### src/rtl/alu_sequencer.sv
// Register-file/ALU sequencer: one command per 4 cycles (READ, EXEC, WB); cmd_ready only in IDLE, done pulses after writeback.
// Optional shifter (LSH/RSH) is built only when ALU_SHIFT_EN is defined; otherwise those opcodes act as NOP.
module alu_sequencer #(
  parameter int REG_WIDTH     = 16,
  parameter int REG_ADDR_BITS = 3,
  parameter int IMM_WIDTH     = 8
) (
  input  logic                     clk,
  input  logic                     reset,
  input  logic                     cmd_valid,
  output logic                     cmd_ready,
  input  logic [3:0]               cmd_op,
  input  logic [REG_ADDR_BITS-1:0] cmd_dst,
  input  logic [REG_ADDR_BITS-1:0] cmd_src,
  input  logic [IMM_WIDTH-1:0]     cmd_imm,
  output logic                     done,
  output logic [REG_WIDTH-1:0]     result,
  output logic                     carry_flag,
  output logic                     low_flag,
  output logic                     overflow_flag,
  output logic                     neg_flag,
  output logic                     zero_flag,
  input  logic [REG_ADDR_BITS-1:0] dbg_addr,
  output logic [REG_WIDTH-1:0]     dbg_data
);

  localparam int DEPTH = 2 ** REG_ADDR_BITS;
  localparam int MSB   = REG_WIDTH - 1;

  localparam logic [3:0] OP_ADD  = 4'h0;
  localparam logic [3:0] OP_ADDI = 4'h1;
  localparam logic [3:0] OP_SUB  = 4'h2;
  localparam logic [3:0] OP_SUBI = 4'h3;
  localparam logic [3:0] OP_CMP  = 4'h4;
  localparam logic [3:0] OP_CMPI = 4'h5;
  localparam logic [3:0] OP_AND  = 4'h6;
  localparam logic [3:0] OP_OR   = 4'h7;
  localparam logic [3:0] OP_XOR  = 4'h8;
  localparam logic [3:0] OP_MOV  = 4'h9;
  localparam logic [3:0] OP_MOVI = 4'hA;
`ifdef ALU_SHIFT_EN
  localparam logic [3:0] OP_LSH  = 4'hB;
  localparam logic [3:0] OP_RSH  = 4'hC;
  localparam int         SHW     = $clog2(REG_WIDTH);
`endif

  typedef enum logic [1:0] {
    S_IDLE = 2'd0,
    S_READ = 2'd1,
    S_EXEC = 2'd2,
    S_WB   = 2'd3
  } state_t;

  state_t state_q, state_d;

  logic [3:0]               op_q;
  logic [REG_ADDR_BITS-1:0] dst_q, src_q;
  logic [IMM_WIDTH-1:0]     imm_q;
  logic [REG_WIDTH-1:0]     a_q, b_q;
  logic [REG_WIDTH-1:0]     result_q, result_d;
  logic                     c_q, l_q, f_q, n_q, z_q;
  logic                     c_d, l_d, f_d, n_d, z_d;
  logic                     we_q, we_d;
  logic                     done_q;
  logic [REG_WIDTH-1:0]     regs_q [DEPTH];

  logic                     use_imm;
  logic [REG_WIDTH-1:0]     imm_sext;
  logic [REG_WIDTH:0]       sum, diff;

  assign use_imm  = (op_q == OP_ADDI) || (op_q == OP_SUBI) ||
                    (op_q == OP_CMPI) || (op_q == OP_MOVI);
  assign imm_sext = REG_WIDTH'($signed(imm_q));
  // Extra top bit of diff is the unsigned borrow (A < B).
  assign sum      = {1'b0, a_q} + {1'b0, b_q};
  assign diff     = {1'b0, a_q} - {1'b0, b_q};

  always_ff @(posedge clk) begin
    if (!reset) state_q <= S_IDLE;
    else        state_q <= state_d;
  end

  always_comb begin
    state_d = state_q;
    case (state_q)
      S_IDLE: if (cmd_valid) state_d = S_READ;
      S_READ: state_d = S_EXEC;
      S_EXEC: state_d = S_WB;
      S_WB:   state_d = S_IDLE;
      default: state_d = S_IDLE;
    endcase
  end

  always_comb begin
    result_d = result_q;
    c_d      = c_q;
    l_d      = l_q;
    f_d      = f_q;
    n_d      = n_q;
    z_d      = z_q;
    we_d     = 1'b0;
    case (op_q)
      OP_ADD, OP_ADDI: begin
        result_d = sum[MSB:0];
        we_d     = 1'b1;
        c_d      = sum[REG_WIDTH];
        f_d      = (a_q[MSB] == b_q[MSB]) && (sum[MSB] != a_q[MSB]);
        n_d      = sum[MSB];
        z_d      = (sum[MSB:0] == '0);
      end
      OP_SUB, OP_SUBI: begin
        result_d = diff[MSB:0];
        we_d     = 1'b1;
        c_d      = diff[REG_WIDTH];
        f_d      = (a_q[MSB] != b_q[MSB]) && (diff[MSB] != a_q[MSB]);
        n_d      = diff[MSB];
        z_d      = (diff[MSB:0] == '0);
      end
      OP_CMP, OP_CMPI: begin
        result_d = diff[MSB:0];
        l_d      = diff[REG_WIDTH];
        n_d      = $signed(a_q) < $signed(b_q);
        z_d      = (a_q == b_q);
      end
      OP_AND: begin result_d = a_q & b_q; we_d = 1'b1; end
      OP_OR:  begin result_d = a_q | b_q; we_d = 1'b1; end
      OP_XOR: begin result_d = a_q ^ b_q; we_d = 1'b1; end
      OP_MOV, OP_MOVI: begin result_d = b_q; we_d = 1'b1; end
`ifdef ALU_SHIFT_EN
      OP_LSH: begin result_d = a_q << b_q[SHW-1:0]; we_d = 1'b1; end
      OP_RSH: begin result_d = a_q >> b_q[SHW-1:0]; we_d = 1'b1; end
`endif
      default: ;
    endcase
  end

  // Operands are captured in READ, so dst==src sees the pre-write value.
  always_ff @(posedge clk) begin
    if (!reset) begin
      op_q     <= '0;
      dst_q    <= '0;
      src_q    <= '0;
      imm_q    <= '0;
      a_q      <= '0;
      b_q      <= '0;
      result_q <= '0;
      c_q      <= 1'b0;
      l_q      <= 1'b0;
      f_q      <= 1'b0;
      n_q      <= 1'b0;
      z_q      <= 1'b0;
      we_q     <= 1'b0;
      done_q   <= 1'b0;
      for (int i = 0; i < DEPTH; i++) regs_q[i] <= '0;
    end else begin
      done_q <= 1'b0;
      case (state_q)
        S_IDLE: if (cmd_valid) begin
          op_q  <= cmd_op;
          dst_q <= cmd_dst;
          src_q <= cmd_src;
          imm_q <= cmd_imm;
        end
        S_READ: begin
          a_q <= regs_q[dst_q];
          b_q <= use_imm ? imm_sext : regs_q[src_q];
        end
        S_EXEC: begin
          result_q <= result_d;
          c_q      <= c_d;
          l_q      <= l_d;
          f_q      <= f_d;
          n_q      <= n_d;
          z_q      <= z_d;
          we_q     <= we_d;
        end
        S_WB: begin
          if (we_q) regs_q[dst_q] <= result_q;
          done_q <= 1'b1;
        end
        default: ;
      endcase
    end
  end

  assign cmd_ready     = (state_q == S_IDLE);
  assign done          = done_q;
  assign result        = result_q;
  assign carry_flag    = c_q;
  assign low_flag      = l_q;
  assign overflow_flag = f_q;
  assign neg_flag      = n_q;
  assign zero_flag     = z_q;
  assign dbg_data      = regs_q[dbg_addr];

endmodule

### config.mk
export PLATFORM = sky130hd
export DESIGN_NAME = alu_sequencer
export DESIGN_NICKNAME = d
export VERILOG_FILES = /design/src/rtl/alu_sequencer.sv
export SDC_FILE = /design/constraint.sdc
export NUM_CORES = 1
export LEC_CHECK = 0
export ABC_AREA = 1
export CAP_MARGIN = 10
export CORE_ASPECT_RATIO = 1.25
export CORE_MARGIN = 2
export CORE_UTILIZATION = 45
export CTS_CLUSTER_SIZE = 14
export DETAILED_ROUTE_END_ITERATION = 7
export GPL_TIMING_DRIVEN = 0
export PLACE_DENSITY = 0.67
export SKIP_LAST_GASP = 1
export SYNTH_ARGS = -nofsm -noshare
export SYNTH_HDL_FRONTEND = slang
export SYNTH_SLANG_ARGS = --single-unit
### constraint.sdc
create_clock -name clk -period 2.1 [get_ports clk]
set_clock_uncertainty 0.05 [all_clocks]
set_input_delay 0.42 -clock clk [delete_from_list [all_inputs] [get_ports clk]]
set_output_delay 0.42 -clock clk [all_outputs]
set_load 0.005 [all_outputs]
==> summary.md <==
| Metric | Value |
|---|---|
| Post-DP Area | `14,500 µm²` |
| Worst Path Required | `2530 ps` |
| Slowest CP cell | `dfxtp_4` |
| Logic pwr share | `between 60% and 70%` |
| Post-Syn Area | `13,400 µm²` |
| Crit Reg-Reg Endpoint | `zero_flag` |
| Initial Utilization | `a little under half` |
| FF+latch count, synth | `206` |
| CP max FO | `3` |
| Internal | `13.2 mW` |
| Switching power | `13.0 mW` |
| Crit path launch | `a_q[0]` |
| R2R cell count | `14` |
| Gate Count Post-Synth | `1,842` |
| Status | `finished with violations` |
| Setup repair after global routing missed its margin | `yes` |
| Switching share of power | `roughly half` |
| Clock sink count | `roughly 210` |
| # DRC | `0` |
| Critical Path Stages | `14` |
| Vias in the first global route | `13,679` |
| Area leader, netlist | `edfxtp_1` |
| Max-Cap Viols | `0` |
| Final hold vios | `0` |
| Vias | `14,220` |
| Die Y | `197 µm` |
| All-Layer GR Usage | `36.0%` |
| Fin worst setup slack | `-201 ps` |
| Worst VDD drop | `about 770 µV` |
| Die area | `between 30,000 and 40,000 µm²` |
| CTS tree | `done` |
| Syn Area/Cell | `7.30 µm²` |
| EDFF count, synth | `128` |
| Area Overhead vs Synth | `29.4%` |
| Routability Congestion | `1.04` |
| Clock transition at the registers of the reported paths | `60 ps` |
| Worst skew pair latency | `530 ps` |
| TritonCTS Buffers | `22` |
| Worst Tran Pin Value | `~1000 ps` |
| Async SR Flop Fraction | `0%` |
| Reg2Reg Setup Slack | `-200 ps` |
| Fin crit share | `110%` |
| CTS max path bufs | `3` |
| Critical path's largest stage delay | `370 ps` |
| Worst Hold Depth | `3` |
| CP top delay family | `simple AND/OR/NAND/NOR gates` |
| Synth cell types | `47` |
| Fin. max-slew vios | `0` |
| Register area share after synthesis | `40.2%` |
| Arrival @ worst endpoint | `2730 ps` |
| First-pass GRT wire length | `83.2 mm` |
| Sequential share of power | `21.5%` |
| Worst setup SP type | `flip-flop` |
| Routed wire length | `57.1 mm` |
| DR iter-0 viols | `1,358` |
| IO Count | `63` |
| Crit path to | `zero_flag` |
| Core Util, Final | `59.3%` |
| Syn. warnings | `0` |
| Ant diodes | `0` |
| Top area cells in the synthesized netlist | `edfxtp_1 29%, dfxtp_1 12%, nand2_1 8.3%, o21ai_0 8.1%, a21oi_1 6.7%` |
| Kind of critical path | `flip-flop to flip-flop` |
| Routed Antenna Nets | `0` |
| Num rows | `70` |
| DP Worst Slack | `-1340 ps` |
| Hold Path Class | `input port to flip-flop` |
| Pre-Repair DR Iteration Count | `5` |
| Main synth FF type | `edfxtp_1` |
| Hold_buf cts | `0` |
| Power share of the clock group | `15.3%` |
| Layout cells sized above 1 | `a little over a quarter` |
| Pwr per Cell Area | `roughly 1500 nW/µm²` |
| Origin of the critical flop-to-flop path | `a_q[0]` |
| CORE AREA | `~30,000 µm²` |
| Largest net degree at the start of global routing | `20` |
| Achievable Freq | `435 MHz` |
| Leakage power total | `7.10 nW` |
| Yosys top cell area share | `28.6%` |
| Finished Cell Area | `around 17,000 µm²` |
| Failing checks | `setup timing` |
| Initial antenna violation count | `0` |
| Htree depth | `1` |
| CP endpoint kind | `flip-flop` |
| Final nets | `2,079` |
| Post-DP HPWL | `43.2 mm` |
| DR WL/cell | `between 20 and 25 µm` |
| Worst hold margin | `204 ps` |
| Total global routing overflow | `0` |
| Relative slew slack | `30.8%` |
| CTS root buffer | `clkbuf_16` |
| Synth Net Count | `1,922` |
| Vias per inst | `5.90` |
| Cell Chain, Critical Path | `inv_4 -> ha_4 -> inv_4 -> fa_2 -> xnor2_1 -> nor3_1 -> nand3_1 -> nor2_1 -> nand3_2 -> nor2_1 -> nand3_1 -> nand3_2 -> nand2_1 -> inv_1` |
| Die width | `159 µm` |
| Port buffer count | `60` |
| Buf/Inv on CP | `3` |
| Fin crit period | `roughly 2300 ps` |
| Final Setup Violations | `13` |
-- what timing repair did --
action	in CTS	in global routing
pin swaps	68	82
buffers inserted	43	28
resized for setup	388	199
gates cloned	7	2
setup endpoints to repair	250	175
-- worst min-delay path: cells and delay by family --
| family | cells | cell delay (ps) |
|---|---|---|
| AND/OR/NAND/NOR | 1 | 90 |
| buffers and inverters | 2 | 220 |
-- worst min-delay path by stage --
stage	from	endpoint	slack, ps
6_report	reset	done	200
5_1_grt	reset	done	240
4_1_cts	reset	done	190
3_5_place_dp	imm_q[5]	imm_q[5]	430
3_3_place_gp	imm_q[5]	imm_q[5]	420
2_1_floorplan	imm_q[0]	imm_q[0]	410
-- through the flow --
step | cells | setup TNS, ps | power, mW
floorplan | 1842 | 0 | 13.3
global placement | 2298 | -160140 | 17.3
finish | 2411 | -803 | 26.2
global route | 2411 | -3750 | 27.6
CTS | 2385 | -1030 | 23.8
detailed placement | 2298 | -165390 | 17.4
-- registers in the layout, indices dropped and copies added (netlist names), named ones only --
name	count
overflow_flag	1
regs_q	128
op_q	4
low_flag	1
a_q	16
imm_q	8
done	1
we_q	1
carry_flag	1
state_q	2
b_q	16
zero_flag	1
dst_q	3
src_q	3
neg_flag	1
result	16
-- power by group through the flow --
| stage | clock network (mW) | logic, mW | registers [mW] |
|---|---|---|---|
| 2_1_floorplan | 0 | 7.85 | 5.40 |
| 3_3_place_gp | 0 | 11.7 | 5.60 |
| 4_1_cts | 4.07 | 14.1 | 5.58 |
| 6_report | 4.03 | 16.6 | 5.63 |
| 3_5_place_dp | 0 | 11.8 | 5.62 |
| 5_1_grt | 4.21 | 17.7 | 5.70 |
-- final cells by class --
| cell class | instances | area, µm² |
|---|---|---|
| well taps | 396 | 495 |
| repair buffers | 135 | 1130 |
| clock buffers | 26 | 587 |
| clock inverters | 14 | 133 |
| flip-flops and latches | 206 | 5460 |
| multi-input cells | 1275 | 7890 |
| inverters | 258 | 1000 |
| plain buffers | 101 | 711 |
| fillers | 2774 | 11900 |
-- layer usage --
layer  wire [µm]  part of all wire, %  vias up  global-route usage, %
met5           0                    0        -                      0
met4        3910                  6.8        0                   21.5
met3        3730                  6.5      187                   4.39
met2       28400                   50      740                   62.9
met1       21000                   37     6716                   41.7
li1            -                    -     6577                      -
-- kinds of logic (layout without fill, tap and decap cells) --
group	Yosys count	after routing	share of synthesized area (%)
simple gates	677	680	20.7
compound gates	537	537	22.7
buf+inv	364	534	11.0
flops	206	206	40.2
fa+ha+maj	56	56	5.32
xor+xnor	2	2	0.130
-- cell usage in the layout (no fill, tap or decap), drive strengths merged, types with 2 or more instances in the layout --
cell type and count:
nor2 236, o22ai 22, clkinv 15, clkinvlp 2, o32ai 13, inv 253, clkdlybuf4s50 41, edfxtp 128
clkbuf 93, o2111ai 2, buf 126, o21ai 226, and2 3, a32o 3, a21oi 183, dfxtp 78
nand4 8, o211ai 8, o31ai 2, ha 54, nand2 307, a31oi 27, bufinv 2, nand3 113
o21bai 4, a221oi 31, nor3 9, fa 2, o221ai 12, a211oi 2
-- cells in the mapped netlist, types with 16 or more instances --
cell type and instances:
a21oi_1 180, buf_2 16, a31oi_1 27, clkbuf_1 73, dfxtp_1 78, a221oi_1 31, inv_1 230, edfxtp_1 128
nand3_1 110, ha_1 54, inv_2 21, o22ai_1 22, o21ai_0 218, nor2_1 233, nand2_1 297
No activity file was read; power rests on OpenSTA's default activity.
